### src/rtl/mem_stage_byte_ram_ctrl.sv
// mem_stage_byte_ram_ctrl: MEM-stage data memory controller over a byte-wide,
// big-endian RAM. Halfword and word accesses take one RAM byte per cycle and
// hold the pipeline with stall while in flight. Load results are extended to
// 32 bits and registered for write-back.
// Optional feature: define MEM_ACCESS_CNT_EN to add the 16-bit access_cnt
// output, a saturating count of completed aligned accesses.
module mem_stage_byte_ram_ctrl #(
  parameter int ADDR_W = 8,
  parameter int DEPTH  = 256
) (
  input  logic        clk,
  input  logic        reset,
  input  logic        req_valid,
  output logic        req_ready,
  input  logic [31:0] addr,
  input  logic [31:0] wdata,
  input  logic        rw,
  input  logic [1:0]  size,
  input  logic        signed_ld,
  output logic [31:0] rdata,
  output logic        done,
  output logic        stall,
  output logic        misalign_err
`ifdef MEM_ACCESS_CNT_EN
  ,
  output logic [15:0] access_cnt
`endif
);

  typedef enum logic [1:0] {
    IDLE   = 2'd0,
    ACCESS = 2'd1,
    DONE   = 2'd2
  } state_t;

  state_t             state_q, state_d;
  logic [1:0]         beat_q, beat_d;
  logic [ADDR_W-1:0]  addr_q, addr_d;
  logic [31:0]        wdata_q, wdata_d;
  logic               rw_q, rw_d;
  logic [1:0]         size_q, size_d;
  logic               signed_q, signed_d;
  logic [31:0]        acc_q, acc_d;
  logic [31:0]        rdata_q, rdata_d;
  logic               mis_q, mis_d;
`ifdef MEM_ACCESS_CNT_EN
  logic [15:0]        cnt_q, cnt_d;
`endif

  logic [7:0]         mem [DEPTH];

  logic               req_misaligned;
  logic [1:0]         last_beat;
  logic [1:0]         byte_sel;
  logic [ADDR_W-1:0]  ram_addr;
  logic [7:0]         ram_wdata;
  logic [7:0]         rd_byte;
  logic               ram_we;
  logic [31:0]        acc_next;
  logic [31:0]        load_ext;
  logic               unused_addr_bits;

  // Upper address bits are deliberately ignored; only the low ADDR_W bits index the RAM.
  assign unused_addr_bits = ^addr[31:ADDR_W];

  // A request is misaligned if its size is reserved or it is not naturally aligned.
  assign req_misaligned = (size == 2'b11) ||
                          ((size == 2'b01) && addr[0]) ||
                          ((size == 2'b10) && (addr[1:0] != 2'b00));

  // Beat n-1 is the final beat; byte_sel walks from the MSB of wdata downwards.
  assign last_beat = (size_q == 2'b00) ? 2'd0 : (size_q == 2'b01) ? 2'd1 : 2'd3;
  assign byte_sel  = last_beat - beat_q;
  assign ram_addr  = addr_q + ADDR_W'(beat_q);
  assign ram_wdata = wdata_q[{byte_sel, 3'b000} +: 8];
  assign rd_byte   = mem[ram_addr];
  assign acc_next  = {acc_q[23:0], rd_byte};

  // Outputs are pure functions of state so an async reset clears them at once.
  assign req_ready    = (state_q == IDLE);
  assign stall        = (state_q == ACCESS);
  assign done         = (state_q == DONE);
  assign misalign_err = (state_q == DONE) && mis_q;
  assign rdata        = rdata_q;
`ifdef MEM_ACCESS_CNT_EN
  assign access_cnt   = cnt_q;
`endif

  // Extend the assembled load value according to the latched size and signedness.
  always_comb begin
    load_ext = acc_next;
    case (size_q)
      2'b00:   load_ext = {{24{signed_q & acc_next[7]}}, acc_next[7:0]};
      2'b01:   load_ext = {{16{signed_q & acc_next[15]}}, acc_next[15:0]};
      default: load_ext = acc_next;
    endcase
  end

  // Next-state logic: accept in IDLE, one byte per ACCESS beat, single-cycle DONE.
  always_comb begin
    state_d  = state_q;
    beat_d   = beat_q;
    addr_d   = addr_q;
    wdata_d  = wdata_q;
    rw_d     = rw_q;
    size_d   = size_q;
    signed_d = signed_q;
    acc_d    = acc_q;
    rdata_d  = rdata_q;
    mis_d    = mis_q;
    ram_we   = 1'b0;
`ifdef MEM_ACCESS_CNT_EN
    cnt_d    = cnt_q;
`endif
    case (state_q)
      IDLE: begin
        if (req_valid) begin
          addr_d   = addr[ADDR_W-1:0];
          wdata_d  = wdata;
          rw_d     = rw;
          size_d   = size;
          signed_d = signed_ld;
          beat_d   = 2'd0;
          acc_d    = 32'h0;
          if (req_misaligned) begin
            mis_d   = 1'b1;
            rdata_d = 32'h0;
            state_d = DONE;
          end else begin
            mis_d   = 1'b0;
            state_d = ACCESS;
          end
        end
      end
      ACCESS: begin
        ram_we = rw_q;
        if (!rw_q) begin
          acc_d = acc_next;
        end
        if (beat_q == last_beat) begin
          state_d = DONE;
          if (!rw_q) begin
            rdata_d = load_ext;
          end
        end else begin
          beat_d = beat_q + 2'd1;
        end
      end
      DONE: begin
        state_d = IDLE;
`ifdef MEM_ACCESS_CNT_EN
        if (!mis_q && (cnt_q != 16'hFFFF)) begin
          cnt_d = cnt_q + 16'd1;
        end
`endif
      end
      default: begin
        state_d = IDLE;
      end
    endcase
  end

  // State and datapath registers; reset abandons any access in progress.
  always_ff @(posedge clk or posedge reset) begin
    if (reset) begin
      state_q  <= IDLE;
      beat_q   <= 2'd0;
      addr_q   <= '0;
      wdata_q  <= 32'h0;
      rw_q     <= 1'b0;
      size_q   <= 2'b00;
      signed_q <= 1'b0;
      acc_q    <= 32'h0;
      rdata_q  <= 32'h0;
      mis_q    <= 1'b0;
`ifdef MEM_ACCESS_CNT_EN
      cnt_q    <= 16'h0;
`endif
    end else begin
      state_q  <= state_d;
      beat_q   <= beat_d;
      addr_q   <= addr_d;
      wdata_q  <= wdata_d;
      rw_q     <= rw_d;
      size_q   <= size_d;
      signed_q <= signed_d;
      acc_q    <= acc_d;
      rdata_q  <= rdata_d;
      mis_q    <= mis_d;
`ifdef MEM_ACCESS_CNT_EN
      cnt_q    <= cnt_d;
`endif
    end
  end

  // Byte RAM write port; contents survive reset.
  always_ff @(posedge clk) begin
    if (ram_we) begin
      mem[ram_addr] <= ram_wdata;
    end
  end

endmodule

### config.mk
export PLATFORM = sky130hd
export DESIGN_NAME = mem_stage_byte_ram_ctrl
export DESIGN_NICKNAME = d
export VERILOG_FILES = /design/src/rtl/mem_stage_byte_ram_ctrl.sv
export SDC_FILE = /design/constraint.sdc
export NUM_CORES = 2
export LEC_CHECK = 0
export ABC_CLOCK_PERIOD_IN_PS = 4900
export CORE_UTILIZATION = 35
export DETAILED_ROUTE_END_ITERATION = 16
export GPL_ROUTABILITY_DRIVEN = 1
export PLACE_DENSITY = 0.51
export SLEW_MARGIN = 10
export SYNTH_ARGS = -nofsm -noshare
export SYNTH_HDL_FRONTEND = slang
export SYNTH_SLANG_ARGS = --single-unit
### constraint.sdc
create_clock -name clk -period 4.9 [get_ports clk]
set_input_delay 0.98 -clock clk [delete_from_list [all_inputs] [get_ports clk]]
set_output_delay 0.98 -clock clk [all_outputs]
set_load 0.02 [all_outputs]
==> impl_metrics.toml <==
[floorplan]
placement_rows = 179
initial_utilization = 0.3523
dieHeight_um = 491.5
dieWidth_um = 491.5
fp.dieArea_sq_um = 241600
core_region_area_sq_um = 238100
io_pins = 107

[timing]
report.final.slew_viol_count = 0
relSlewSlack = 0.1942
clock_skew_ns = 0.04114
rsz0062_at_grt = "false"
timing_worst_slew_pin_value_ns = 1.209
setup_violations = 0
period_share = 0.9703
finalSetupTns_ns = 0
crit_path_time_final_ns = 4.755
hold-worst-slack_ns = 0.4680
finalHoldViolations = 0
max_freq_mhz = 210.3

[yosys]
yosys.area.top_type = "sky130_fd_sc_hd__edfxtp_1"
synth_top_cell_area_share = 0.7332
top_cells_by_area_synth = "sky130_fd_sc_hd__edfxtp_1 (73%), sky130_fd_sc_hd__mux4_2 (17%), sky130_fd_sc_hd__dfrtp_1 (3.1%)"
post_synth.cell_area_avg_sq_um = 21.77
yosys_most_used_dff = "sky130_fd_sc_hd__edfxtp_1"
yosys.cell_count.top_type = "sky130_fd_sc_hd__edfxtp_1"
postSynth.asyncResetShare = 0.04877
synth.yosys.warnings = 0
synthesis.instances = 3853
syn-num-nets = 3928
list_of_most_frequent_post_synthesis_cells = "sky130_fd_sc_hd__edfxtp_1 (2048), sky130_fd_sc_hd__mux4_2 (621), sky130_fd_sc_hd__nor2_1 (283)"
number_of_enable_type_register_cells_in_the_synthesized_netlist = 2048
post_synthesis_cell_area_sq_um = 83880
synth_sequential_area_ratio = 0.7645
synth-seq-cells = 2153
ys_types = 73

[drt]
detail_route.wirelength_mm = 217.4
avgViaCountPerCell = 5.314
drt-wirelength-per-cell_um = 28.84
firstDrtPassIters = 13
top_layer = "met4"
route.met2.wl_mm = 102.3
vias = 40050
antenna_left = 0
met1Wirelength_mm = 98.70
drt_drc_violations_left = 44
first_drt_iteration_drcs = 4345
met3WireLength_mm = 12.76

[critical_path]
start_kind = "register"
worst-path-max-fanout = 12
worst-endpoint-required_ns = 5.69
worst-endpoint-arrival_ns = 5.54
setup.worst_path.class = "reg -> reg"
reg2reg_slack_ns = 0.15
reg2reg_to = "rdata[5]$_DFFE_PP0P_"
crit_path_end_kind = "register"
worst-r2r-cell-count = 12
worst_r2r_startpoint = "beat_q[0]$_DFFE_PP0P_"

[cells_and_area]
area_delta_synth_final_pct = 15.55
nNetsFinal = 4251
drive_above_1_share = 0.2845
layoutNonFillerInstCount = 7536

[clock_network]
cts_made_buffers = 218
clock_insertion_delay_worst_skew_ns = 0.86
postCtsSetupBuffers = 0
hold_bufs_at_cts = 0
root_buffer_master = "sky130_fd_sc_hd__clkbuf_16"
h-tree-depth = 4
clock_tree.buffer_depth = 3
clk_transition_reported_paths_ns = 0.06
resize_count_post_cts = 0
cts_tree = "done"
cts.sinks = 2153

[global_route]
gr-usage-all-layers = 0.1800
grt_pass1_wl_mm = 311.5
grt_overflow = 0
antenna_violations_before_repair = 8
grt_max_degree = 201
first_global_vias = 40630

[min_path]
worst_hold_endpoint = "wdata_q[3]$_DFFE_PP0P_"
min-delay-path-class = "reg -> reg"
hold_depth = 2
worst_hold_startpoint = "wdata_q[3]$_DFFE_PP0P_"

[run_status]
run_status = "finished with violations"
violations_in_the_final_reports = "design-rule violations"

[placed_design]
post-place-cells = 7123
gp_congestion = 0.8126
port_buffers = 82
hpwlAfterDp_mm = 133.7

[flow_run]
maxCapViolCount = 0
[state kept, by name, summed over array words and instances, names as in the netlist, 2 cells and up]
signal   flops
beat_q       2
addr_q       8
state_q      2
wdata_q     32
rdata       32
mem       2048
acc_q       24
size_q       2
[layer usage]
layer  up-vias  global-route usage
li1      16700                   -
met1     21910              0.2656
met2      1195              0.2788
met3       247             0.03204
met4         0             0.03849
met5         -                   0
[layout make-up]
| cell class | instances | area [sq um] |
|---|---|---|
| timing repair buffer | 337 | 3386 |
| fill | 20840 | 141200 |
| clock inverter | 142 | 1179 |
| antenna | 4 | 10.01 |
| inverter | 5 | 21.27 |
| tap | 3167 | 3963 |
| clock buffer | 267 | 5670 |
| multi-input combinational | 1461 | 18560 |
| sequential | 2153 | 64130 |
[critical path, cell delays in order (launching register included)]
cell	delay (ns)
sky130_fd_sc_hd__dfrtp_1	0.46
sky130_fd_sc_hd__ha_4	0.22
sky130_fd_sc_hd__fa_4	0.55
sky130_fd_sc_hd__and4_1	0.28
sky130_fd_sc_hd__and2_1	0.21
sky130_fd_sc_hd__a21boi_1	0.64
sky130_fd_sc_hd__a22o_1	0.43
sky130_fd_sc_hd__buf_4	0.25
sky130_fd_sc_hd__o22ai_1	0.08
sky130_fd_sc_hd__or4_1	0.75
sky130_fd_sc_hd__nor4_1	0.51
sky130_fd_sc_hd__buf_4	0.19
sky130_fd_sc_hd__mux2_1	0.11
[how the worst max path moves through the flow]
| stage | end | slack [ns] | startpoint | cells past startpoint |
|---|---|---|---|---|
| 5_1_grt | rdata[4]$_DFFE_PP0P_ | 0.008 | beat_q[0]$_DFFE_PP0P_ | 11 |
| 4_1_cts | rdata[17]$_DFFE_PP0P_ | 0.22 | beat_q[0]$_DFFE_PP0P_ | 15 |
| 2_1_floorplan | mem[0][0]$_DFFE_PP_ | 0.90 | beat_q[0]$_DFFE_PP0P_ | 3 |
| 3_3_place_gp | rdata[5]$_DFFE_PP0P_ | 0.27 | beat_q[1]$_DFFE_PP0P_ | 10 |
| 3_5_place_dp | rdata[17]$_DFFE_PP0P_ | 0.23 | beat_q[0]$_DFFE_PP0P_ | 15 |
| 6_report | rdata[5]$_DFFE_PP0P_ | 0.15 | beat_q[0]$_DFFE_PP0P_ | 12 |
[kinds of logic (layout without fill, tap and decap cells)]
family / count (synthesis) / in the layout / synth area share
DFF: 2153 / 2153 / 0.7645
muxes: 665 / 665 / 0.1721
and+or+nand+nor: 616 / 616 / 0.03160
buffers and inverters: 239 / 751 / 0.01574
AOI/OAI and AO/OA: 170 / 170 / 0.01457
xor gates and xnor gates: 6 / 6 / 0.0007161
adders and majority gates: 4 / 4 / 0.0006863
other: 0 / 4 / 0
[cell usage in the layout, fill, tap and decap left out, drive strengths merged, types with 5 or more instances in the layout]
cell / Yosys / final
a32oi: 7 / 7
a22oi: 9 / 9
nor2: 283 / 283
a22o: 18 / 18
and2: 6 / 6
nand2: 232 / 232
clkdlybuf4s50: 0 / 82
nor3: 12 / 12
clkinvlp: 0 / 12
mux2: 10 / 10
inv: 5 / 13
edfxtp: 2048 / 2048
nand3: 32 / 32
clkbuf: 72 / 267
dfrtp: 105 / 105
o21ai: 29 / 29
a221oi: 5 / 5
a21oi: 13 / 13
a21o: 11 / 11
mux2i: 34 / 34
and3: 7 / 7
o22ai: 50 / 50
mux4: 621 / 621
buf: 162 / 255
xnor2: 5 / 5
nor2b: 8 / 8
bufinv: 0 / 11
or2: 6 / 6
clkinv: 0 / 111
[stage by stage]
stage / area, sq um / util / setup WS (ns)
global route: 96910 / 0.4070 / 0.008212
CTS: 96900 / 0.4070 / 0.2169
finish: 96910 / 0.4071 / 0.1454
detailed placement: 90050 / 0.3782 / 0.2289
floorplan: 83880 / - / 0.8953
global placement: 90050 / 0.3782 / 0.2703
Power is left out: the tool's default activity adds up to more than one toggle a clock period on the data nets, which glitch-free logic cannot reach.
